===== src/rtl/mouse_click_ctl.sv =====
// mouse_click_ctl: synchronises and debounces the raw left mouse button.
// Outputs are single-cycle press/release strobes, a clean held level, and
// the cursor position frozen at the moment a press is confirmed.
// Optional double-click detection is built when the macro DCLICK_EN is defined.
module mouse_click_ctl #(
  parameter int DEBOUNCE_CYCLES = 16,
  parameter int DCLICK_WINDOW   = 32_500_000
) (
  input  logic        clk,
  input  logic        rst,
  input  logic        mouse_left,
  input  logic [11:0] mouse_xpos,
  input  logic [11:0] mouse_ypos,
  output logic        btn_held,
  output logic        press_pulse,
  output logic        release_pulse,
  output logic [11:0] click_xpos,
  output logic [11:0] click_ypos,
  output logic        dclick_pulse
);

  localparam int CW = $clog2(DEBOUNCE_CYCLES) + 1;
  localparam logic [CW-1:0] CNT_LAST = CW'(DEBOUNCE_CYCLES - 1);

  typedef enum logic [1:0] {IDLE, PRESS_DB, HELD, RELEASE_DB} state_t;

  state_t        state, state_n;
  logic [CW-1:0] cnt, cnt_n;
  logic          s1, s2;
  logic [11:0]   x1, x2, y1, y2;
  logic          press_n, release_n;

  // Two-flop synchroniser; positions get the same delay so they line up with s2
  always_ff @(posedge clk) begin
    if (rst) begin
      s1 <= 1'b0;
      s2 <= 1'b0;
      x1 <= '0;
      x2 <= '0;
      y1 <= '0;
      y2 <= '0;
    end else begin
      s1 <= mouse_left;
      s2 <= s1;
      x1 <= mouse_xpos;
      x2 <= x1;
      y1 <= mouse_ypos;
      y2 <= y1;
    end
  end

  // Next-state and debounce counter; the counter stops at CNT_LAST so it never wraps
  always_comb begin
    state_n   = state;
    cnt_n     = cnt;
    press_n   = 1'b0;
    release_n = 1'b0;
    case (state)
      IDLE: begin
        if (s2) begin
          state_n = PRESS_DB;
          cnt_n   = '0;
        end
      end
      PRESS_DB: begin
        if (!s2) begin
          state_n = IDLE;
        end else if (cnt == CNT_LAST) begin
          state_n = HELD;
          press_n = 1'b1;
        end else begin
          cnt_n = cnt + 1'b1;
        end
      end
      HELD: begin
        if (!s2) begin
          state_n = RELEASE_DB;
          cnt_n   = '0;
        end
      end
      RELEASE_DB: begin
        if (s2) begin
          state_n = HELD;
        end else if (cnt == CNT_LAST) begin
          state_n   = IDLE;
          release_n = 1'b1;
        end else begin
          cnt_n = cnt + 1'b1;
        end
      end
      default: state_n = IDLE;
    endcase
  end

  // State, counter and registered outputs; coordinates load only on a confirmed press
  always_ff @(posedge clk) begin
    if (rst) begin
      state         <= IDLE;
      cnt           <= '0;
      press_pulse   <= 1'b0;
      release_pulse <= 1'b0;
      btn_held      <= 1'b0;
      click_xpos    <= '0;
      click_ypos    <= '0;
    end else begin
      state         <= state_n;
      cnt           <= cnt_n;
      press_pulse   <= press_n;
      release_pulse <= release_n;
      btn_held      <= (state_n == HELD) || (state_n == RELEASE_DB);
      if (press_n) begin
        click_xpos <= x2;
        click_ypos <= y2;
      end
    end
  end

`ifdef DCLICK_EN
  localparam int WW = $clog2(DCLICK_WINDOW) + 1;
  localparam logic [WW-1:0] WIN_LAST = WW'(DCLICK_WINDOW - 1);

  logic [WW-1:0] win_cnt;
  logic          win_act;
  // Set by a double click so the release that follows does not reopen the
  // window; this keeps a triple click down to a single dclick_pulse.
  logic          skip_arm;

  // Double-click window: opened by a confirmed release, closed by timeout or by a press
  always_ff @(posedge clk) begin
    if (rst) begin
      win_cnt      <= '0;
      win_act      <= 1'b0;
      skip_arm     <= 1'b0;
      dclick_pulse <= 1'b0;
    end else begin
      dclick_pulse <= 1'b0;
      if (press_n) begin
        dclick_pulse <= win_act;
        skip_arm     <= win_act;
        win_act      <= 1'b0;
      end else if (release_n) begin
        if (!skip_arm) begin
          win_act <= 1'b1;
          win_cnt <= '0;
        end
        skip_arm <= 1'b0;
      end else if (win_act) begin
        if (win_cnt == WIN_LAST) win_act <= 1'b0;
        else                     win_cnt <= win_cnt + 1'b1;
      end
    end
  end
`else
  assign dclick_pulse = 1'b0;
`endif

endmodule

===== config.mk =====
export PLATFORM = sky130hd
export DESIGN_NAME = mouse_click_ctl
export DESIGN_NICKNAME = d
export VERILOG_FILES = /design/src/rtl/mouse_click_ctl.sv
export SDC_FILE = /design/constraint.sdc
export NUM_CORES = 1
export LEC_CHECK = 0
export CAP_MARGIN = 20
export CORE_MARGIN = 2
export CORE_UTILIZATION = 30
export CTS_CLUSTER_DIAMETER = 200
export CTS_CLUSTER_SIZE = 30
export DETAILED_ROUTE_END_ITERATION = 8
export PLACE_DENSITY = 0.6
export REMOVE_ABC_BUFFERS = 1
export SYNTH_ARGS = -nofsm -noshare
export SYNTH_HDL_FRONTEND = slang
export SYNTH_SLANG_ARGS = --single-unit

===== constraint.sdc =====
create_clock -name clk -period 2.5 [get_ports clk]
set_input_delay 0.5 -clock clk [delete_from_list [all_inputs] [get_ports clk]]
set_output_delay 0.5 -clock clk [all_outputs]
set_load 0.005 [all_outputs]

==> results of run 1 <==
## flip-flops by register name, indices dropped and copies added (netlist names)
register and count:
cnt 5, y1 12, s2 1, click_xpos 12
btn_held 1, state 1, click_ypos 12, x2 12
s1 1, y2 12, press_pulse 1, x1 12
release_pulse 1
## stage by stage
stage	instance area (um^2)	util, %	hold WS (ns)	power (mW)
after floorplan	2585	-	0.4113	1.425
after global placement	3291	37.73	0.4176	1.493
after detailed placement	3291	37.73	0.4204	1.494
after CTS	3500	40.13	0.4312	2.501
after global routing	3500	40.13	0.4469	2.565
final	3500	40.13	0.4300	2.464
## area by class of cell
cell class              instances  area (um^2)
clock buffers                  11        131.4
well taps                     108        135.1
flip-flops and latches         83         1662
clock inverters                 5        77.57
repair buffers                 57        570.5
inverters                       1        3.754
multi-input cells             160        919.6
fillers                       846         5221
## logic make-up (layout without fill, tap and decap cells)
| logic type | Yosys count | after routing | synth area share [%] |
|---|---|---|---|
| flip-flops | 83 | 83 | 61.80 |
| buffers and inverters | 18 | 74 | 4.002 |
| adder cells (fa/ha/maj) | 3 | 3 | 1.396 |
| XOR/XNOR | 2 | 2 | 0.6516 |
| AND/OR/NAND/NOR | 119 | 119 | 23.78 |
| AO/OA/AOI/OAI | 35 | 35 | 8.236 |
| other | 1 | 1 | 0.1395 |
## power by group
| part | switching, mW | internal (mW) | total (mW) |
|---|---|---|---|
| registers | 0.00989 | 1.36 | 1.37 |
| logic | 0.0345 | 0.0582 | 0.0927 |
| clock network | 0.443 | 0.560 | 1.00 |
## synthesized netlist by cell type, drive strengths merged
cell type / n / area (um^2)
dfxtp: 83 / 1662
nand2: 52 / 195.2
nor2b: 50 / 312.8
a21oi: 29 / 190.2
buf: 11 / 81.33
clkbuf: 6 / 22.52
o21ai: 5 / 25.02
nand4b: 4 / 41.29
ha: 3 / 37.54
and4b: 2 / 20.02
nand2b: 2 / 12.51
nor4b: 2 / 17.52
a31oi: 1 / 6.260
and2: 1 / 6.260
and3: 1 / 6.260
conb: 1 / 3.750
inv: 1 / 3.750
nand3: 1 / 5.000
nand3b: 1 / 7.510
nand4: 1 / 6.260
nor2: 1 / 3.750
nor3: 1 / 5.000
xnor2: 1 / 8.760
xor2: 1 / 8.760
## critical path, delay by kind of cell (launching register included)
kind	cells	cell delay, ns
and+or+nand+nor	3	0.71
buffers and inverters	1	0.34
DFF	1	0.38
AOI/OAI and AO/OA	1	0.05
adders and majority gates	2	0.48
## per-layer routing
layer	vias to the layer above	part of all wire (%)	track usage, %
li1	936	-	-
met1	806	45	11.70
met2	35	47	16.64
met3	10	5.2	3.475
met4	0	2.2	5.374
met5	-	0	0
## path summary, 6_finish.rpt
kind | start | to | slack (ns) | cells past startpoint
setup / recovery | cnt[0]$_SDFFE_PP0P_ | click_ypos[2]$_SDFFE_PP0P_ | 0.44 | 7
hold / removal | y2[10]$_SDFF_PP0_ | click_ypos[10]$_SDFFE_PP0P_ | 0.43 | 2
setup reg to reg | cnt[0]$_SDFFE_PP0P_ | click_ypos[2]$_SDFFE_PP0P_ | 0.44 | 7
hold reg to reg | y2[10]$_SDFF_PP0_ | click_ypos[10]$_SDFFE_PP0P_ | 0.43 | 2
==> flow_summary.yaml, run 1 <==
drt:
  vias: 1787
  ant_nets: 0
  routed_wl_mm: 4.640
  viasPerCell: 4.205
  route.detailed.drc: 0
  first_pass_iters: 4
  drtIter0Drc: 46
  post_drt_wl_per_cell_um: 10.92
finish:
  post_route_cells_drive_above_1_share_pct: 10.09
  area_growth_pct: 30.15
  final_cell_mix: "83 x dfxtp_1, 52 x nand2_1, 52 x clkdlybuf4s50_1, 50 x nor2b_1, 17 x a21oi_1"
  final_common_cell: "dfxtp_1"
  antenna_cells: 0
  finalNetCount: 342
  fin_cells: 425
grt:
  globalRouteOverflowTotal: 0
  grt_use_total_pct: 10.15
  antenna_found_initial: 0
  grt_pass1_vias: 1731
  grt_pass1_wl_mm: 7.783
  grt_max_degree: 45
yosys:
  ys_seq_elements: 83
  ys_warn_count: 0
  ys_seq_area_share_pct: 61.80
  netlist_area_um2: 2689
  ys_types: 29
  avgSynthCellArea_um2: 10.30
  synth_cells: 261
setup_path:
  crit_type: "reg2reg"
  cp_cell_sequence: "ha_1 > and3_1 > ha_1 > nand4b_2 > buf_4 > nand2_1 > a21oi_2"
  crit_path_max_incr_delay_ns: 0.42
  worstPathMaxFanout: 16
  path_common_cell: "ha_1"
  cp-start-kind: "flip-flop"
  cp.arrival_ns: 2.29
  cp-end-kind: "flip-flop"
  slowest_stage: "nand4b_2"
  worstPathRequired_ns: 2.73
floorplanning:
  die_y_um: 98.67
  rows: 34
  fp.dieW_um: 98.67
  initial_core_util_pct: 30.83
  core_um2: 8721
  ios: 55
  die_area_um2: 9736
timing:
  worst_slack_ns: 0.4406
  rsz0062_at_grt: "false"
  hold_viol: 0
  finalMaxSlewViolations: 0
  min_period_over_period_pct: 82.38
  fin_skew_ns: 0.006030
  fin_tns_setup_ns: 0
  min_period_ns: 2.059
  setup_viol: 0
  fmax_mhz: 485.6
hold_path:
  hold_class: "reg2reg"
cts:
  cts_buffers: 9
  cts_sinks: 83
  clk_pin_slew_ns: 0.08
  post-cts-setup-buffer-count: 0
  cts_resized: 0
  cts_tree: "done"
  worstSkewPairLatency_ns: 0.34
  cts.path.max_buffers: 2
  hold_buffers: 0
  cts_root_buf: "clkbuf_8"
  cts_max_level: 3
place:
  port_buffers: 53
  dp_slack_ns: 0.4229
  dp_cells: 409
  gp_congestion: 0.7308
  dp_hpwl_mm: 3.039
outcome:
  status: "finished, final reports clean"
power_and_ir_drop:
  p_leak_nw: 1.257
  power_density_nw_per_um2: 704.1
  ir_drop_uv: 310.2
flow_run:
  cap_violations: 0
No activity file was read; power rests on OpenSTA's default activity.
==> run 2, diff against run 1 <==
- clock period: 2.5 -> 2 ns (I/O delays scaled with it)
==> flow_summary.yaml, run 2 (synthesis results as in run 1) <==
outcome:
  status: "finished, final reports clean"
finish:
  antenna_cells: 0
  final_cell_mix: "83 x dfxtp_1, 52 x nand2_1, 52 x clkdlybuf4s50_1, 50 x nor2b_1, 17 x a21oi_1"
  fin_cells: 427
  final_common_cell: "dfxtp_1"
  finalNetCount: 345
  post_route_cells_drive_above_1_share_pct: 10.97
  area_growth_pct: 30.43
  postLayoutCoreUtil_pct: 40.22
grt:
  grt_pass1_wl_mm: 7.831
  grt_pass1_vias: 1701
  globalRouteOverflowTotal: 0
  grt_use_total_pct: 10.19
  antenna_found_initial: 0
  grt_max_degree: 45
floorplanning:
  initial_core_util_pct: 30.83
  ios: 55
  rows: 34
  die_area_um2: 9736
  core_um2: 8721
  die_y_um: 98.67
  fp.dieW_um: 98.67
timing:
  rsz0062_at_grt: "false"
  hold_ws_ns: 0.4334
  min_period_over_period_pct: 90.72
  fin_tns_setup_ns: 0
  hold_viol: 0
  fin_skew_ns: 0.006213
  fmax_mhz: 551.1
  setup_viol: 0
  finalMaxSlewViolations: 0
  min_period_ns: 1.814
cts:
  cts.path.max_buffers: 2
  cts_root_buf: "clkbuf_8"
  worstSkewPairLatency_ns: 0.34
  cts_buffers: 9
  hold_buffers: 0
  cts_max_level: 3
  cts_sinks: 83
  cts_resized: 0
  post-cts-setup-buffer-count: 0
  cts_tree: "done"
  clk_pin_slew_ns: 0.08
drt:
  route.detailed.drc: 0
  drtIter0Drc: 133
  viasPerCell: 4.159
  routed_wl_mm: 4.605
  ant_nets: 0
  first_pass_iters: 4
  post_drt_wl_per_cell_um: 10.78
  vias: 1776
power_and_ir_drop:
  ir_drop_uv: 328.8
  seq_power_share_pct: 55.4
  p_sw_share_pct: 20.19
  fin_total_pwr_mw: 3.089
  p_comb_share_pct: 3.8
  internal_power_mw: 2.465
  power_density_nw_per_um2: 880.8
  clkPwrFrac_pct: 40.9
  switchingPower_uw: 623.7
  p_leak_nw: 1.269
flow_run:
  cap_violations: 0
setup_path:
  path_delay_family: "buffers and inverters"
  crit_path_max_incr_delay_ns: 0.56
  worstPathMaxFanout: 8
  crit_type: "reg2out"
  crit_buf_inv: 1
  cp-start-kind: "flip-flop"
  slowest_stage: "clkdlybuf4s50_1"
  worstPathRequired_ns: 1.60
  cp_cell_sequence: "clkdlybuf4s50_1"
  cp.arrival_ns: 1.41
  cp-end-kind: "output pin"
place:
  port_buffers: 53
  dp_hpwl_mm: 2.976
  gp_congestion: 0.7230
  dp_cells: 412
hold_path:
  hold_class: "reg2reg"
==> run 2: cell type report <==
| cell class | instances | area (um^2) |
|---|---|---|
| inverters | 1 | 3.754 |
| well taps | 108 | 135.1 |
| fillers | 847 | 5214 |
| repair buffers | 60 | 580.6 |
| clock inverters | 5 | 78.83 |
| clock buffers | 10 | 127.6 |
| multi-input cells | 160 | 919.6 |
| flip-flops and latches | 83 | 1662 |
==> run 2: layer usage <==
layer | vias to the layer above | GRT usage (%) | share of wire, %
met5 | - | 0 | 0
met4 | 0 | 6.428 | 3.2
met3 | 11 | 3.191 | 4.6
met2 | 40 | 15.38 | 44
met1 | 789 | 12.64 | 48
li1 | 936 | - | -
==> run 2: worst min-delay path: cells and delay by family, from the launching register on <==
family / cells / cell delay, ns
AOI/OAI and AO/OA: 1 / 0.05
and+or+nand+nor: 1 / 0.05
DFF: 1 / 0.30
==> run 2: worst paths after layout <==
kind	startpoint	end	slack (ns)	depth (start not counted)
worst max-delay path	btn_held$_SDFF_PP0_	btn_held	0.19	1
worst min-delay path	y2[10]$_SDFF_PP0_	click_ypos[10]$_SDFFE_PP0P_	0.43	2
worst max register to register	cnt[0]$_SDFFE_PP0P_	click_xpos[5]$_SDFFE_PP0P_	0.26	7
worst min register to register	y2[10]$_SDFF_PP0_	click_ypos[10]$_SDFFE_PP0P_	0.43	2
==> run 2: metrics by stage <==
step / worst slack [ns] / cell area, um^2
finish: 0.1856 / 3507
floorplan: 0.2013 / 2585
global placement: 0.3567 / 3301
detailed placement: 0.2657 / 3301
CTS: 0.1500 / 3507
global route: 0.06145 / 3507
==> run 2: power groups by stage <==
| stage | clock network (mW) | logic [mW] | registers [mW] |
|---|---|---|---|
| floorplan | 0 | 0.0348 | 1.75 |
| global placement | 0 | 0.118 | 1.75 |
| detailed placement | 0 | 0.118 | 1.75 |
| CTS | 1.30 | 0.119 | 1.71 |
| global route | 1.36 | 0.129 | 1.72 |
| finish | 1.26 | 0.117 | 1.71 |
==> run 3, diff against run 2 <==
- GPL_ROUTABILITY_DRIVEN: unset -> 0
- SLEW_MARGIN: unset -> 40
==> results of run 3 <==
No change in the layout: final DEF, timing and power equal those of run 2.
